File: src/rtl/demux_ctrl_pkg.sv
// Shared definitions for the demux dispatch controller.
//   NCH / SEL_W  : channel count and select width of the 1-to-4 demux
//   ST_EMPTY/FULL: encoding of the one-entry buffer FSM
//   next_rr()    : round-robin destination choice given a start pointer
//                  and the per-channel downstream ready vector
package demux_ctrl_pkg;

  localparam int NCH   = 4;
  localparam int SEL_W = 2;

  localparam logic [0:0] ST_EMPTY = 1'b0;
  localparam logic [0:0] ST_FULL  = 1'b1;

  // Returns the first ready channel scanning ptr, ptr+1, ... (mod 4).
  // Falls back to ptr itself when no channel is ready. The scan runs from
  // the farthest offset down so the nearest ready channel is assigned last.
  function automatic logic [SEL_W-1:0] next_rr(input logic [SEL_W-1:0] ptr,
                                               input logic [NCH-1:0]   ready);
    logic [SEL_W-1:0] idx;
    next_rr = ptr;
    for (int i = NCH - 1; i >= 0; i--) begin
      idx = ptr + SEL_W'(i);
      if (ready[idx]) next_rr = idx;
    end
  endfunction

endpackage

File: src/rtl/demux_valid_dec.sv
// Combinational 1x4 demultiplexer of the busy line.
//   busy      : data line (buffer holds an undelivered word)
//   sel       : select, sel[1] = A (MSB), sel[0] = B
//   out_valid : one-hot copy of busy on channel sel, all zero when idle
module demux_valid_dec
  import demux_ctrl_pkg::*;
(
  input  logic             busy,
  input  logic [SEL_W-1:0] sel,
  output logic [NCH-1:0]   out_valid
);

  logic a_n;
  logic b_n;

  not u_inv_a (a_n, sel[1]);
  not u_inv_b (b_n, sel[0]);

  and u_and0 (out_valid[0], busy, a_n,    b_n);
  and u_and1 (out_valid[1], busy, a_n,    sel[0]);
  and u_and2 (out_valid[2], busy, sel[1], b_n);
  and u_and3 (out_valid[3], busy, sel[1], sel[0]);

endmodule

File: src/rtl/demux_dispatch_ctrl.sv
// Sequencing controller for a 1-to-4 demux datapath.
// Accepts one word at a time into a one-entry buffer and offers it to
// exactly one downstream channel, chosen at accept time either from
// in_addr (mode=0) or round-robin over ready channels (mode=1).
//   clk, rst_n          : clock, asynchronous active-low reset
//   in_valid/in_ready   : upstream handshake, in_data/in_addr/mode payload
//   out_data/out_valid  : buffered word and one-hot channel offer
//   out_ready           : per-channel downstream ready
//   sel                 : demux select of the buffered word
//   busy                : buffer FSM is FULL (also exposes the FSM state)
//   cnt_clr / cnt_flat  : clear and packed readout of delivery counters
//
// Handshake: a transfer happens on a rising edge where valid and ready are
// both high. Upstream: accept = in_valid & in_ready. Downstream:
// fire = out_valid[k] & out_ready[k]. Once offered, a word is held stable
// on its channel until it fires; ready may depend combinationally on the
// downstream ready (accept-while-draining), valid never depends on ready.
module demux_dispatch_ctrl
  import demux_ctrl_pkg::*;
#(
  parameter int DATA_W = 8,
  parameter int CNT_W  = 8
)(
  input  logic                 clk,
  input  logic                 rst_n,
  input  logic                 in_valid,
  input  logic [DATA_W-1:0]    in_data,
  input  logic [SEL_W-1:0]     in_addr,
  input  logic                 mode,
  output logic                 in_ready,
  output logic [DATA_W-1:0]    out_data,
  output logic [NCH-1:0]       out_valid,
  input  logic [NCH-1:0]       out_ready,
  output logic [SEL_W-1:0]     sel,
  output logic                 busy,
  input  logic                 cnt_clr,
  output logic [NCH*CNT_W-1:0] cnt_flat
);

  localparam logic [CNT_W-1:0] CNT_MAX = {CNT_W{1'b1}};

  logic [0:0]       state_q;
  logic [SEL_W-1:0] rr_ptr;
  logic [CNT_W-1:0] cnt_q [NCH];
  logic             fire;
  logic             accept;
  logic [SEL_W-1:0] dest;

  assign busy = (state_q == ST_FULL);
  assign fire = busy & out_ready[sel];

  // Held low during reset so nothing is accepted while the buffer is cleared.
  assign in_ready = rst_n & (~busy | fire);
  assign accept   = in_valid & in_ready;

  assign dest = mode ? next_rr(rr_ptr, out_ready) : in_addr;

  demux_valid_dec u_valid_dec (
    .busy      (busy),
    .sel       (sel),
    .out_valid (out_valid)
  );

  // Buffer FSM, payload and select. An accept always wins over a drain so
  // back-to-back words flow with no bubble.
  always_ff @(posedge clk or negedge rst_n) begin
    if (!rst_n) begin
      state_q  <= ST_EMPTY;
      out_data <= '0;
      sel      <= '0;
      rr_ptr   <= '0;
    end else begin
      if (accept) begin
        state_q  <= ST_FULL;
        out_data <= in_data;
        sel      <= dest;
        if (mode) rr_ptr <= dest + SEL_W'(1);
      end else if (fire) begin
        state_q <= ST_EMPTY;
      end
    end
  end

  // Saturating delivery counters; clear has priority over a same-cycle fire.
  always_ff @(posedge clk or negedge rst_n) begin
    if (!rst_n) begin
      for (int k = 0; k < NCH; k++) cnt_q[k] <= '0;
    end else begin
      for (int k = 0; k < NCH; k++) begin
        if (cnt_clr) begin
          cnt_q[k] <= '0;
        end else if (fire && (sel == SEL_W'(k)) && (cnt_q[k] != CNT_MAX)) begin
          cnt_q[k] <= cnt_q[k] + CNT_W'(1);
        end
      end
    end
  end

  for (genvar g = 0; g < NCH; g++) begin : g_cnt_flat
    assign cnt_flat[g*CNT_W +: CNT_W] = cnt_q[g];
  end

endmodule

File: config.mk
export PLATFORM = sky130hd
export DESIGN_NAME = demux_dispatch_ctrl
export DESIGN_NICKNAME = d
export VERILOG_FILES = /design/src/rtl/demux_ctrl_pkg.sv /design/src/rtl/demux_valid_dec.sv /design/src/rtl/demux_dispatch_ctrl.sv
export SDC_FILE = /design/constraint.sdc
export NUM_CORES = 1
export LEC_CHECK = 0
export ABC_CLOCK_PERIOD_IN_PS = 1700
export BUFFER_PORTS_ARGS = -buffer_cell sky130_fd_sc_hd__clkbuf_2
export CAP_MARGIN = 20
export CORE_UTILIZATION = 34
export DETAILED_ROUTE_END_ITERATION = 7
export GPL_TIMING_DRIVEN = 1
export HOLD_SLACK_MARGIN = 0.12
export MAX_ROUTING_LAYER = met4
export PLACE_DENSITY = 0.62
export RECOVER_POWER = 25
export SYNTH_ARGS = -nofsm -noshare
export SYNTH_HDL_FRONTEND = slang
export SYNTH_SLANG_ARGS = --single-unit
File: constraint.sdc
create_clock -name clk -period 1.7 [get_ports clk]
set_input_delay 0.17 -clock clk [delete_from_list [all_inputs] [get_ports clk]]
set_output_delay 0.17 -clock clk [all_outputs]
set_load 0.02 [all_outputs]
* Yosys cells after proc, flatten, opt, wreduce, memory -nomap -nowiden
Index checks and enable logic that the tools add are counted.
** Operators by class
- $add $sub $neg :: 8
- $lt $le $gt $ge :: 5
- Equal/unequal tests :: 7
- Mux-type cells :: 25
- Bitwise logic cells :: 7
- Reduce and logical (&&, ||, !) cells :: 19
** Operator list (count)
- $mux 8 :: 8
- $add 8x1->8 const B :: 4
- $ne 8x8->1 const B :: 4
- $lt 2x3->1 const B :: 5
- $reduce_and 3->1 :: 4
- $bmux 1 s2 :: 5
- $mux 2 :: 5
- $reduce_bool 2->1 :: 5
- $logic_and 1x1->1 :: 8
- $mux 1 :: 7
- $add 2x1->2 const B :: 2
- $add 2x2->2 const B :: 2
- $eq 2x2->1 const B :: 2
- $and 1x1->1 :: 3
- $not 1->1 :: 3
- $eq 2x1->1 const B :: 1
- $logic_not 2->1 :: 1
- $reduce_and 2->1 :: 1
- $or 1x1->1 :: 1
** Word-level totals
- Register bits :: 45
- Input bits :: 19
- Logic and storage cells :: 79

* Longest topological paths before layout
- Depth in word-level cells :: 9
- Gate-level depth with buffers :: 7
- Mapped depth without buffers :: 6

* Hierarchy
Synthesis repeated with hierarchy kept, for this count alone.
** Second synthesis, totals
- Cells, all modules :: 228
- Area, all modules :: 2364.8 um^2
** Modules (own cells, without submodules)
- demux_dispatch_ctrl :: instances 1, cells an instance 224, area each 2327.2 um^2
- demux_valid_dec :: instances 1, cells an instance 4, area each 37.5 um^2

* Least setup slack after synthesis
Ideal clock, no wire load.
- Path kind :: register to register
- Start point :: reg sel[1]
- End point :: reg rr_ptr[1]
- Data arrival time :: 1.883 ns
- Setup slack :: -0.308 ns
- Stages on the path, launching flop included :: 7
- Path buffers :: 1
- Clock period less this slack :: 2.008 ns
- Path through :: dfrtp_1 -> buf_4 -> mux4_2 -> nand2b_4 -> and3_1 -> nand2_1 -> mux2_2
** On the way
- Cells in the longest elaborated chain, start to end :: 7
** Ends and longest elaborated chain
- start, declared :: RTL line demux_dispatch_ctrl.sv:34 : output logic [SEL_W-1:0] sel,
- start signal, assigned :: RTL line demux_dispatch_ctrl.sv:76 : sel <= dest;
- $bmux 1 s2 :: RTL line demux_dispatch_ctrl.sv:50 : assign fire = busy & out_ready[sel];
- $mux 1 (implied by the code) :: RTL line demux_dispatch_ctrl.sv:50
- $and 1x1->1 :: RTL line demux_dispatch_ctrl.sv:50
- $or 1x1->1 :: RTL line demux_dispatch_ctrl.sv:53 : assign in_ready = rst_n & (~busy | fire);
- $and 1x1->1 :: RTL line demux_dispatch_ctrl.sv:53
- $and 1x1->1 :: RTL line demux_dispatch_ctrl.sv:54 : assign accept = in_valid & in_ready;
- $reduce_and 2->1 (no line)
- end signal, assigned :: RTL line demux_dispatch_ctrl.sv:77 : if (mode) rr_ptr <= dest + SEL_W'(1);
- end, declared :: RTL line demux_dispatch_ctrl.sv:43 : logic [SEL_W-1:0] rr_ptr;
No other way between the ends. The select of a mux whose other input is x is not followed.
A chain may end at the register's enable or synchronous reset.

* Worst setup path after layout
Same ends and word-level chain as after synthesis.

==> out/metrics.cfg <==
[die]
io_pins = 67
rows = 30
dieArea_sq_um = 7350
start_util_pct = 35.1
fp.dieW_um = 85.7
die_h_um = 85.7
fp.coreArea_sq_um = 6790

[finish]
fin_cells = 462
layout-drive-gt1-share_pct = 38.8
area_growth_pct = 43.5
final_common_cell = clkbuf_2
final_cell_mix = 54 x clkbuf_2, 41 x dfrtp_1, 41 x buf_4
nets = 388
n_antenna_cell = 0
fill_cells = 663
fin_area_sq_um = 3420

[logic_synthesis]
async_flop_share_pct = 100
seq_area_frac_synth_pct = 47.3
yosysWarnings = 0
syn-cell-area_sq_um = 2380
synth_edf_count = 0
ys_ff_latch = 45
synth_ff_type = dfrtp_1
yosysUniqueCellTypes = 47
syn_avg_cell_area_sq_um = 9.68
synth_nets = 269
synth_cells = 246

[timing]
clock_skew_ns = 0.00736
worstMarginPinSlew_ns = 0.678
period_share_pct = 106
fin_crit_ns = 1.81
final-max-slew-violation-count = 0
max_freq_ghz = 0.553
finalWorstSetupSlack_ns = -0.107
rsz0062_at_grt = yes
final_hold_viol_count = 0
fin_hold_ws_ns = 0.189
setup_tns_ns = -0.254
report.final.setup_viol = 4
max-slew-margin-rel_pct = 54.8

[run_status]
status = finished, violations left
violations = setup timing

[power]
p_leak_nw = 1.66
p_seq_share_pct = 39.8
switching_share_pct = 35.0
p_per_area_nw_per_um2 = 973
peakVddDrop_v = 0.000360
clkPwrFrac_pct = 20.4
power_switching_mw = 1.16
internal_power_mw = 2.16
combPwrFrac_pct = 39.7

[clock_network]
htreeDepth = 2
clock_path_buffers = 2
cts_tree = built
cts_sinks = 45
insertion_delay_ns = 0.30
numCtsBuffers = 5
clkTransAtPathRegs_ns = 0.08
cts-root-buf = clkbuf_8

[global_routing]
grt_use_total_pct = 16.8
antenna_found_initial = 0
grt_pass1_wl_mm = 9.49
grt_overflow_total = 0
grt_max_degree = 33
grt_pass1_vias = 2039

[critical_path]
crit_path_cell_trace = mux4_2, nand2b_4, buf_4, and3_4, nand2_2, mux2_4
crit_family = multiplexers
max_stage_delay_ns = 0.52
worstPathArrival_ns = 1.99
worstPathBufferInverterCount = 1
cp.required_ns = 1.89
crit_fanout = 4
slowest_stage = mux4_2
critical_path_class = register to register
cp-start-kind = register
cp-end-kind = register

[detailed_routing]
vias = 2208
dr.pass1.iters = 6
drcViolationCount = 0
routedWlPerCell_um = 12.8
drtIter0Drc = 95
totalWireLength_mm = 5.90
via_per_inst = 4.78
ant_nets = 0

[hold_path]
hold_path_class = input pin to register

[placement]
place.gp.congestion = 0.799
dp.cells = 437
placed_cell_area_sq_um = 3100
placement.io_buffers = 66
hpwlAfterDp_mm = 4.13

[flow_run]
drv_cap = 0

[through the flow]
stage	setup slack [ns]	utilization [%]	power, mW
after floorplan	-0.151	-	2.08
final	-0.107	50.3	3.33
after global routing	-0.142	50.3	3.52
after CTS	-0.131	49.0	3.32
after detailed placement	-0.0464	45.6	2.55
after global placement	-0.0104	45.6	2.53
[per-layer routing]
layer	wire [um]	global-route usage (%)
met1	2750	22.2
met2	2910	26.5
met3	184	2.89
met4	55	5.15
met5	0	-
[cells by family after synthesis]
family,Yosys count,share of synthesized area (%)
AO/OA/AOI/OAI,27,8.04
XOR/XNOR,25,9.77
adder cells (fa/ha/maj),4,2.10
buffers and inverters,16,3.20
flip-flops,45,47.3
multiplexers,7,4.04
AND/OR/NAND/NOR,122,25.6
[final timing paths]
kind,to,startpoint,slack (ns),cells past startpoint
worst min register to register,out_data[1],out_data[1],0.49,2
worst min-delay path,sel[1],in_addr[1],0.19,3
worst max register to register,rr_ptr[1],sel[1],-0.11,6
worst max-delay path,rr_ptr[1],sel[1],-0.11,6
min in group asynchronous,cnt_flat[25],rst_n,0.27,2
max in group asynchronous,cnt_flat[0],rst_n,0.70,3
[cell usage after synthesis, types with 2 or more instances]
master | number | share of area (%)
a21oi_1 | 7 | 1.5
a31oi_1 | 4 | 1.1
and2_1 | 2 | 0.53
and3_1 | 7 | 1.8
buf_2 | 4 | 0.84
clkbuf_1 | 3 | 0.47
dfrtp_1 | 45 | 47
ha_1 | 4 | 2.1
inv_1 | 7 | 1.1
mux2i_1 | 4 | 1.7
mux4_2 | 2 | 1.9
nand2_1 | 41 | 6.5
nand3_1 | 7 | 1.5
nand4_1 | 9 | 2.4
nand4b_1 | 2 | 0.74
nor2_1 | 33 | 5.2
nor2b_1 | 3 | 0.79
nor3_1 | 2 | 0.42
nor3b_1 | 2 | 0.63
o21ai_0 | 6 | 1.3
or3_1 | 4 | 1.1
xnor2_1 | 9 | 3.3
xor2_1 | 15 | 5.5
[cell type report]
class | count | area, sq um | share of cell area, %
sequential | 45 | 1130 | 33.1
tap | 96 | 120 | 3.51
inverter | 7 | 26.3 | 0.768
timing repair buffer | 121 | 779 | 22.8
clock inverter | 3 | 21.3 | 0.622
multi-input combinational | 185 | 1270 | 37.2
clock buffer | 5 | 68.8 | 2.01
[sequential cells by signal (all words and copies together), names as in the netlist]
signal,count
cnt_flat,32
out_data,8
rr_ptr,2
sel,2
busy,1
[power groups by stage]
stage                     clock, mW  sequential, mW  combinational, mW
after floorplan                   0            1.47              0.613
after global placement            0            1.34               1.19
after detailed placement          0            1.35               1.20
after CTS                     0.714            1.33               1.28
after global routing          0.751            1.34               1.42
final                         0.680            1.33               1.32
[tightest hold or removal path: cells and delay by family]
| kind | cells | cell delay, ns |
|---|---|---|
| compound gates | 1 | 0.15 |
| buf+inv | 1 | 0.07 |
| mux | 1 | 0.05 |
[what timing repair did]
item                                   CTS  global route
buffers inserted                         2             4
resized for setup                        7            18
setup endpoints to repair                4            26
pin swaps                                2             9
cloned                                   1             0
endpoints found under the hold margin   22             0
hold buffers                            10             0
Note: power is estimated with default switching activity, not from simulation.
